`src/rtl/cnn_conv_seq.sv`:
```
// cnn_conv_seq: vsync/hsync/data sequencer walking pixels or KxK multi-channel windows
module cnn_conv_seq #(
  parameter int W_SIZE  = 12,
  parameter int W_DELAY = 12,
  parameter int K_MAX   = 5,
  parameter int W_CH    = 4,
  parameter int W_CNT   = 2*W_SIZE+1
) (
  input  logic               clk,
  input  logic               rst,
  input  logic               q_mode,
  input  logic [2:0]         q_ksize,
  input  logic [1:0]         q_stride,
  input  logic [W_CH:0]      q_channels,
  input  logic [W_SIZE-1:0]  q_width,
  input  logic [W_SIZE-1:0]  q_height,
  input  logic [W_DELAY-1:0] q_start_up_delay,
  input  logic [W_DELAY-1:0] q_hsync_delay,
  input  logic               q_start,
  input  logic               q_abort,
  output logic               o_ctrl_vsync_run,
  output logic               o_ctrl_hsync_run,
  output logic               o_ctrl_data_run,
  output logic [W_DELAY-1:0] o_ctrl_vsync_cnt,
  output logic [W_DELAY-1:0] o_ctrl_hsync_cnt,
  output logic [W_SIZE-1:0]  o_row,
  output logic [W_SIZE-1:0]  o_col,
  output logic [2:0]         o_kx,
  output logic [2:0]         o_ky,
  output logic [W_CH-1:0]    o_ch,
  output logic               o_win_first,
  output logic               o_win_last,
  output logic [W_CNT-1:0]   o_data_count,
  output logic               o_end_frame,
  output logic               o_done,
  output logic               o_err
);
  typedef enum logic [2:0] {IDLE, VSYNC, HSYNC, DATA, DONE} state_t;
  localparam logic [2:0]    KM = 3'(K_MAX);
  localparam logic [W_CH:0] CM = (W_CH+1)'(2**W_CH);
  state_t st;
  logic [2:0]         k_s;
  logic [1:0]         s_s;
  logic [W_CH:0]      c_s;
  logic [W_SIZE-1:0]  w_s, h_s;
  logic [W_DELAY-1:0] sd_s, hd_s;
  logic               bad, kx_last, ky_last, ch_last, tap_last, line_end, row_end;
  logic [W_SIZE+1:0]  col_nx, row_nx;
  always_comb begin
    bad = q_ksize == 3'd0 || q_ksize > KM || W_SIZE'(q_ksize) > q_width || W_SIZE'(q_ksize) > q_height ||
          q_stride == 2'd0 || q_channels == '0 || q_channels > CM || q_width == '0 || q_height == '0;
    kx_last = o_kx == k_s - 3'd1;
    ky_last = o_ky == k_s - 3'd1;
    ch_last = (W_CH+1)'(o_ch) == c_s - (W_CH+1)'(1);
    tap_last = kx_last && ky_last && ch_last;
    col_nx = (W_SIZE+2)'(o_col) + (W_SIZE+2)'(s_s) + (W_SIZE+2)'(k_s);
    row_nx = (W_SIZE+2)'(o_row) + (W_SIZE+2)'(s_s) + (W_SIZE+2)'(k_s);
    line_end = col_nx > (W_SIZE+2)'(w_s);
    row_end = row_nx > (W_SIZE+2)'(h_s);
    o_ctrl_vsync_run = st == VSYNC;
    o_ctrl_hsync_run = st == HSYNC;
    o_ctrl_data_run = st == DATA;
    o_done = st == DONE;
    o_win_first = st == DATA && o_kx == 3'd0 && o_ky == 3'd0 && o_ch == '0;
    o_win_last = st == DATA && tap_last;
    o_end_frame = st == DATA && tap_last && line_end && row_end;
  end
  always_ff @(posedge clk or posedge rst) begin
    if (rst) begin
      st <= IDLE;
      k_s <= '0;
      s_s <= '0;
      c_s <= '0;
      w_s <= '0;
      h_s <= '0;
      sd_s <= '0;
      hd_s <= '0;
      o_ctrl_vsync_cnt <= '0;
      o_ctrl_hsync_cnt <= '0;
      o_row <= '0;
      o_col <= '0;
      o_kx <= '0;
      o_ky <= '0;
      o_ch <= '0;
      o_data_count <= '0;
      o_err <= 1'b0;
    end else begin
      o_err <= 1'b0;
      if (st != IDLE && q_abort) begin
        st <= IDLE;
        o_ctrl_vsync_cnt <= '0;
        o_ctrl_hsync_cnt <= '0;
        o_row <= '0;
        o_col <= '0;
        o_kx <= '0;
        o_ky <= '0;
        o_ch <= '0;
      end else begin
        case (st)
          IDLE: if (q_start) begin
            if (bad) o_err <= 1'b1;
            else begin
              k_s <= q_mode ? q_ksize : 3'd1;
              s_s <= q_mode ? q_stride : 2'd1;
              c_s <= q_mode ? q_channels : (W_CH+1)'(1);
              w_s <= q_width;
              h_s <= q_height;
              sd_s <= q_start_up_delay;
              hd_s <= q_hsync_delay;
              o_data_count <= '0;
              st <= VSYNC;
            end
          end
          VSYNC: begin
            o_ctrl_vsync_cnt <= o_ctrl_vsync_cnt == sd_s ? '0 : o_ctrl_vsync_cnt + W_DELAY'(1);
            if (o_ctrl_vsync_cnt == sd_s) st <= HSYNC;
          end
          HSYNC: begin
            o_ctrl_hsync_cnt <= o_ctrl_hsync_cnt == hd_s ? '0 : o_ctrl_hsync_cnt + W_DELAY'(1);
            if (o_ctrl_hsync_cnt == hd_s) st <= DATA;
          end
          DATA: begin
            o_kx <= kx_last ? 3'd0 : o_kx + 3'd1;
            o_ky <= kx_last ? (ky_last ? 3'd0 : o_ky + 3'd1) : o_ky;
            o_ch <= kx_last && ky_last ? (ch_last ? '0 : o_ch + W_CH'(1)) : o_ch;
            if (tap_last) begin
              o_data_count <= o_data_count + W_CNT'(1);
              o_col <= line_end ? '0 : o_col + W_SIZE'(s_s);
              o_row <= !line_end ? o_row : row_end ? '0 : o_row + W_SIZE'(s_s);
              if (line_end) st <= row_end ? DONE : HSYNC;
            end
          end
          default: begin
            o_row <= '0;
            o_col <= '0;
            o_kx <= '0;
            o_ky <= '0;
            o_ch <= '0;
            st <= IDLE;
          end
        endcase
      end
    end
  end
endmodule

```
`config.mk`:
```
export PLATFORM = sky130hd
export DESIGN_NAME = cnn_conv_seq
export DESIGN_NICKNAME = d
export VERILOG_FILES = /design/src/rtl/cnn_conv_seq.sv
export SDC_FILE = /design/constraint.sdc
export NUM_CORES = 1
export LEC_CHECK = 0
export CAP_MARGIN = 20
export CORE_MARGIN = 4
export CORE_UTILIZATION = 54
export CTS_CLUSTER_DIAMETER = 100
export DETAILED_ROUTE_END_ITERATION = 7
export PLACE_DENSITY = 0.81
export SETUP_SLACK_MARGIN = 0.5
export SYNTH_ARGS = -nofsm -noshare
export SYNTH_HDL_FRONTEND = slang
export SYNTH_SLANG_ARGS = --single-unit
```
`constraint.sdc`:
```
create_clock -name clk -period 6 [get_ports clk]
set_clock_uncertainty 0.15 [all_clocks]
set_input_delay 0.9 -clock clk [delete_from_list [all_inputs] [get_ports clk]]
set_output_delay 0.9 -clock clk [all_outputs]
set_load 0.01 [all_outputs]
```
# == Word level (Yosys, flattened, before mapping) ==
# Index checks and enable logic that the tools add are counted.
# classes
n_reduce_logical,38
bitwise,2
n_mux,46
add_sub_neg,14
n_lt_le_gt_ge,6
n_mul,0
n_eq_ne,21
n_shift,0
div_mod_pow,0
# ops
op,n
2-to-1 mux 12 bit,13
2-to-1 mux 25 bit,3
one-hot mux 25 bit (2 select lines),1
one-hot mux 12 bit (2 select lines),2
2-to-1 mux 3 bit,14
adder 13 x 3 -> 14 bit,2
> comparator 14 x 12 -> 1 bit,2
adder 12 x 2 -> 13 bit,2
"adder 25 x 1 -> 25 bit, second input constant",1
"adder 12 x 1 -> 12 bit, second input constant",2
adder 12 x 2 -> 12 bit,2
== test 12 bit,2
> comparator 3 x 12 -> 1 bit,2
zero test 12 bit,2
"!= test 3 x 1 -> 1 bit, second input constant",6
zero test 3 bit,4
2-to-1 mux 4 bit,3
one-hot mux 3 bit (2 select lines),2
one-hot mux 3 bit (4 select lines),1
logical AND 1 bit,9
logical OR 1 bit,8
one-hot mux 4 bit (2 select lines),1
"adder 3 x 1 -> 3 bit, second input constant",2
"== test 3 x 2 -> 1 bit, second input constant",2
27 further kinds,39
# word_totals
rom_bits,0
latch_bits,0
in_bits,63
ram_bits,0
output_inout_bits,91
reg_bits,145
mem_count,0

# == Depth between registers and ports, before layout ==
# Gate-level depths: netlist (run 1).
# logic_depth
ltp_word,13
ltp_mapped,18
mapped_depth_nobuf,17

# == Worst setup path before layout (run 1) ==
# Ideal clock, no wire load.
# synth_path
path_kind,register to output
start,reg o_col[1]
end,out o_end_frame
t_arrival_ns,3.665
setup_slack_ns,1.285
path_stages_with_launch,16
t_required_ns,4.950
path_buffers,0
path_cell_list,dfrtp_1 -> inv_1 -> fa_1 -> inv_1 -> ha_1 -> fa_1 -> a21o_1 -> nand4_1 -> xnor2_1 -> ha_1 -> a211oi_1 -> o211a_1 -> a221o_1 -> a21oi_2 -> a31oi_1 -> nor4_2
# synth_between
elab_chain_len,5
# synth_rtl
item,line,text
"start, declared",27,"output logic [W_SIZE-1:0] o_col,"
"start signal, assigned",128,o_col <= line_end ? '0 : o_col + W_SIZE'(s_s);
adder 12 x 2 -> 13 bit,56,col_nx = (W_SIZE+2)'(o_col) + (W_SIZE+2)'(s_s) + (W_SIZE+2)'(k_s);
adder 13 x 3 -> 14 bit,56,
> comparator 14 x 12 -> 1 bit,58,line_end = col_nx > (W_SIZE+2)'(w_s);
logical AND 1 bit (2 in a row),66,o_end_frame = st == DATA && tap_last && line_end && row_end;
"end, declared",34,"output logic o_end_frame,"
# Every way passes these cells.

# == Worst setup path in the final report (run 1) ==
# layout_path
start,reg o_row[1]
end,out o_end_frame
# layout_between
elab_chain_len,4
# layout_rtl
item,line,text
"start, declared",26,"output logic [W_SIZE-1:0] o_row,"
"start signal, assigned",129,o_row <= !line_end ? o_row : row_end ? '0 : o_row + W_SIZE'(s_s);
adder 12 x 2 -> 13 bit,57,row_nx = (W_SIZE+2)'(o_row) + (W_SIZE+2)'(s_s) + (W_SIZE+2)'(k_s);
adder 13 x 3 -> 14 bit,57,
> comparator 14 x 12 -> 1 bit,59,row_end = row_nx > (W_SIZE+2)'(h_s);
logical AND 1 bit,66,
# Every way passes these cells.

==> impl_metrics.toml, run 1 <==
[status]
status = "finished, final reports clean"

[yosys]
synth-edff-count = 0
synth_flop_cell = "dfrtp_1"
synth.distinct_cells = 75
yosysTopAreaCell = "dfrtp_1"
synthCells = 1025
syn_area_mm2 = 0.00899
synth_top_area_share_pct = 40.4
synthTopCellsByArea = "dfrtp_1 40%, ha_1 7.4%, nand2_1 7.1%"
synth_fp_nets = 1149
synth-seq-area-share_pct = 40.4
synth_area_per_cell_um2 = 8.77
ys_async_sr_fraction_pct = 100
ys_warn_count = 0
synth_seq_cells = 145

[power_and_ir_drop]
netSwitchingFraction_pct = 39.0
seqPwrFrac_pct = 34.2
comb_power_share_pct = 41.0
p_int_mw = 2.55
power.density_mw_per_mm2 = 369
p_sw_mw = 1.63
finalPower_mw = 4.19
p_leak_nw = 4.99
peakVddDrop_mv = 0.245
power.share.clock_pct = 24.8

[sta]
fmax_mhz = 189
worstMarginPinSlew_ps = 853
slew_headroom_pct = 41.5
setup_viol_count_final = 0
grt_setup_unrepaired = "false"
slew_viol_final = 0
fin_crit_sh_pct = 88.4
finalHoldViolations = 0
fin_tns_setup_ps = 0
final.min_clock_period_ps = 5300
setup_slack_ps = 698

[route]
via_per_inst = 5.63
vias = 7872
wl_per_cell_um = 16.8
ant_nets = 0
dr.first_iter.drc_count = 612
route.detailed.drc = 0
dr.pass1.iters = 5
wirelength_mm = 23.5

[global_route]
grt_overflow_total = 0
grt_max_degree = 102
first_global_vias = 7593
groute.usage.overall_pct = 25.4
antenna_found_initial = 0
grt_pass1_wl_mm = 37.8

[floorplanning]
initial_utilization_pct = 55.8
die-area_mm2 = 0.0188
die_x_um = 137
dieHeight_um = 137
core_mm2 = 0.0161
row_count = 46
ioPinCount = 154

[cells_and_area]
final_area_mm2 = 0.0114
nets = 1294
final_common_cell = "nand2_1"
area_growth_pct = 26.4
n_fill_cell = 1293
largest_reg_flops = 25
antennaDiodeCount = 0
drive_gt1_share_pct = 8.03
final_cell_mix = "170 x nand2_1, 152 x clkdlybuf4s50_1, 143 x dfrtp_1, 82 x o21ai_0, 79 x inv_1"
regMostFlops = "o_data_count"

[cts]
cts_tree = "done"
clock_sinks = 145
clk_pin_slew_ps = 60
cts_buffers = 17
clockBufferDepth = 2
cts_max_level = 4
ctsRootBufferMaster = "clkbuf_16"
clk_latency_ps = 430

[worst_hold_path]
hp-class = "reg2reg"

[setup_path]
crit_arrival_ps = 4250
crit_fanout = 5
worstSetupPathType = "reg2out"
endpoint_kind = "output pin"
critPathRequiredTime_ps = 4950
startpoint_type = "register"

[placement]
numPortBuffers = 153
place_congestion = 0.881
placed_area_mm2 = 0.0107
dp_hpwl_mm = 16.9
dp_worst_setup_slack_ps = 537

[run]
drv_cap = 0
## power groups by stage
stage                     registers [mW]  logic [mW]  clock network [mW]
final                               1.43        1.72                1.04
after global routing                1.46        1.94                1.10
after CTS                           1.43        1.72                1.05
after detailed placement            1.45        1.67                   0
after global placement              1.43        1.61                   0
after floorplan                     1.40        1.19                   0
## timing repair
item	in CTS	in global routing
setup endpoints to repair	1	1
hold buffers	0	0
setup buffers	3	2
resized for setup	10	4
pin swaps	1	3
## cells by family (layout without fill, tap and decap cells)
group           Yosys count  in the layout  share of synthesized area (%)
buf+inv                 121            279                           5.26
fa+ha+maj                62             62                           9.27
simple gates            427            427                           23.7
compound gates          183            183                           12.7
flops                   145            145                           40.4
xor+xnor                 82             82                           8.16
mux                       5              5                          0.571
## layout make-up
type | count | area, um^2 | share of cell area [%]
inverter | 81 | 309 | 2.72
clock inverter | 13 | 129 | 1.13
timing repair buffer | 166 | 1640 | 14.4
tap | 216 | 270 | 2.38
multi-input combinational | 759 | 4930 | 43.4
clock buffer | 19 | 453 | 3.99
sequential | 145 | 3630 | 32.0
## cell usage after synthesis, types with 6 or more instances
| cell type | number |
|---|---|
| nand2_1 | 170 |
| xor2_1 | 21 |
| nor3_2 | 8 |
| buf_2 | 6 |
| nand2b_1 | 14 |
| dfrtp_1 | 145 |
| o32ai_1 | 6 |
| fa_1 | 8 |
| inv_1 | 81 |
| nand3_1 | 47 |
| and3_1 | 19 |
| a31oi_1 | 7 |
| nor4_1 | 13 |
| clkbuf_1 | 31 |
| nand4_1 | 22 |
| ha_1 | 53 |
| o21ai_0 | 82 |
| a21o_1 | 6 |
| xnor2_1 | 60 |
| nor3_1 | 19 |
| or3_1 | 6 |
| o31ai_1 | 7 |
| a21oi_1 | 34 |
| nor2_1 | 69 |
| o22ai_1 | 12 |
## worst max-delay path: stages (launching register included)
cell      delay, ps
dfrtp_2         400
inv_1            70
fa_1            530
inv_1            40
ha_1            220
fa_2            360
a21o_1          220
nand2_1         100
nor4_1           60
xnor2_1         130
ha_1            300
nand4_1         100
or2_1           260
a21o_1          190
a31oi_4         180
nor2_2           90
nor4_2          280
buf_4           160
clkbuf_2        130
## path summary, 6_finish.rpt
check	startpoint	endpoint	slack [ps]	cells after the start
worst max register to register	o_row[1]	o_row[10]	1620	19
worst min-delay path	h_s[0]	h_s[0]	340	2
worst min register to register	h_s[0]	h_s[0]	340	2
max in group asynchronous	rst	o_data_count[18]	3670	3
worst max-delay path	o_row[1]	o_end_frame	700	18
min in group asynchronous	rst	h_s[5]	880	2
## metrics by stage
step | instances | utilization (%) | hold slack (ps)
after CTS | 1396 | 70.3 | 339
final | 1399 | 70.5 | 337
after global placement | 1361 | 66.3 | 321
after floorplan | 1025 | - | 302
after detailed placement | 1361 | 66.3 | 324
after global routing | 1399 | 70.5 | 367
## layer usage
layer / vias up / share of wire [%] / GRT usage, %
met5: - / 0 / 0
met4: 0 / 2.0 / 8.59
met3: 26 / 5.3 / 4.23
met2: 229 / 48 / 41.3
met1: 3798 / 45 / 34.5
li1: 3819 / - / -
(Power assumes the default switching activity.)
==> run 2: changes to the inputs <==
==> constraint.sdc (replaced) <==
create_clock -name clk -period 6 [get_ports clk]
set_clock_uncertainty 0.15 [all_clocks]
set_input_delay 0.9 -clock clk [delete_from_list [all_inputs] [get_ports clk]]
set_output_delay 0.9 -clock clk [all_outputs]
set_load 0.005 [all_outputs]
==> run 2 against run 1 <==
Wire length up 1.0%; register-to-register slack improved by 40 ps; utilization up 0.83 points; critical path depth is the same; combinational power barely moved; fmax barely moved; worst setup slack is essentially flat.
==> impl_metrics.toml, run 2 (synthesis results as in run 1) <==
[status]
status = "finished, final reports clean"

[cells_and_area]
largest_reg_flops = 25
regMostFlops = "o_data_count"
area_growth_pct = 27.9
final_core_util_pct = 71.3
drive_gt1_share_pct = 8.20
final_common_cell = "nand2_1"
nets = 1294
n_fill_cell = 1224
layout.cells.non_filler = 1399
antennaDiodeCount = 0
final_area_mm2 = 0.0115
final_cell_mix = "169 x nand2_1, 152 x clkdlybuf4s50_1, 143 x dfrtp_1, 82 x o21ai_0, 79 x inv_1"

[sta]
setup_slack_ps = 698
slew_viol_final = 0
fin_hold_ws_ps = 343
fin_crit_sh_pct = 88.4
fmax_mhz = 189
finalHoldViolations = 0
slew_headroom_pct = 34.4
setup_viol_count_final = 0
grt_setup_unrepaired = "false"
final.min_clock_period_ps = 5300
worstMarginPinSlew_ps = 956
fin_tns_setup_ps = 0

[route]
via_per_inst = 5.72
ant_nets = 0
dr.pass1.iters = 5
wl_per_cell_um = 16.9
wirelength_mm = 23.7
vias = 8008
route.detailed.drc = 0
dr.first_iter.drc_count = 598

[global_route]
grt_pass1_wl_mm = 37.7
grt_max_degree = 96
first_global_vias = 7625
groute.usage.overall_pct = 25.4
antenna_found_initial = 1
grt_overflow_total = 0

[placement]
dp.cells = 1361
place_congestion = 0.878
dp_worst_setup_slack_ps = 393
dp_hpwl_mm = 16.7
numPortBuffers = 153
placed_area_mm2 = 0.0107

[cts]
cts_max_level = 4
cts_tree = "done"
cts_buffers = 17
clockBufferDepth = 2
ctsRootBufferMaster = "clkbuf_16"
clk_pin_slew_ps = 60
clock_sinks = 145
cts_hold_buf = 0
clk_latency_ps = 430

[floorplanning]
ioPinCount = 154
initial_utilization_pct = 55.8
core_mm2 = 0.0161
dieHeight_um = 137
die-area_mm2 = 0.0188
row_count = 46
die_x_um = 137

[setup_path]
crit_arrival_ps = 4250
crit_fanout = 3
startpoint_type = "register"
endpoint_kind = "output pin"
r2r_cells = 18
worstSetupPathType = "reg2out"
critPathRequiredTime_ps = 4950

[power_and_ir_drop]
power.density_mw_per_mm2 = 381
finalPower_mw = 4.38
p_leak_nw = 5.04
peakVddDrop_mv = 0.266

[worst_hold_path]
hp-class = "reg2reg"
hold_depth = 2

[run]
drv_cap = 0
==> run 2: cell types whose count changed in the layout (fill, tap and decap cells not counted), moves of 2 or more <==
| cell | previous run | this run |
|---|---|---|
| clkinv_4 | 5 | 0 |
| bufinv_16 | 1 | 5 |
| inv_6 | 5 | 1 |
| clkbuf_8 | 2 | 5 |
| clkbuf_1 | 0 | 2 |
==> run 2: final timing paths <==
kind / startpoint / end / slack, ps
max: s_s[1] / o_end_frame / 700
min: h_s[0] / h_s[0] / 340
max reg2reg: o_col[1] / st[0] / 1660
min reg2reg: h_s[0] / h_s[0] / 340
max in group asynchronous: rst / o_data_count[18] / 3650
min in group asynchronous: rst / h_s[7] / 890
==> run 2: cell type report <==
| cell class | count | area [um^2] | share of cell area [%] |
|---|---|---|---|
| flip-flops and latches | 145 | 3630 | 31.6 |
| well taps | 216 | 270 | 2.35 |
| inverters | 81 | 309 | 2.69 |
| clock inverters | 8 | 173 | 1.50 |
| clock buffers | 24 | 502 | 4.36 |
| repair buffers | 166 | 1650 | 14.3 |
| multi-input cells | 759 | 4960 | 43.2 |
==> run 2: critical path: stages, from the launching register on <==
cell and delay [ps]:
dfrtp_2 370, inv_1 90, fa_1 480, inv_1 40, ha_1 210, fa_2 360
a21o_1 230, nand2_2 100, nor4_2 50, xnor2_1 130, ha_1 290, nand4_1 90
or2_1 250, a21o_1 190, a31oi_4 180, nor2_2 90, nor4_2 270, buf_4 160
dlygate4sd2_1 230
==> run 2: power breakdown <==
group | internal (mW) | leakage [nW] | total (mW) | switching, mW
Clock | 0.794 | 0.319 | 1.21 | 0.417
Combinational | 0.741 | 2.80 | 1.73 | 0.993
Sequential | 1.22 | 1.92 | 1.43 | 0.211
Total | 2.76 | 5.04 | 4.38 | 1.62
==> run 2: timing repair <==
| action | 4_1_cts | 5_1_grt |
|---|---|---|
| endpoints found under the setup margin | 1 | 1 |
| resized for setup | 10 | 8 |
| setup buffers | 6 | 0 |
| pin swaps | 6 | 3 |
==> run 2: per-layer routing <==
layer  vias to the layer above  share of wire [%]  global-route usage (%)
met3                        57                6.9                    5.44
met1                      3874                 44                    34.5
li1                       3804                  -                       -
met4                         2                2.8                    9.48
met2                       271                 46                    39.9
met5                         -              0.030                       0
==> run 3: changes to the inputs <==
TNS_END_PERCENT = 20   (was default)
==> results of run 3 <==
Same layout as run 2: the final DEF is identical, and so are final timing and power.
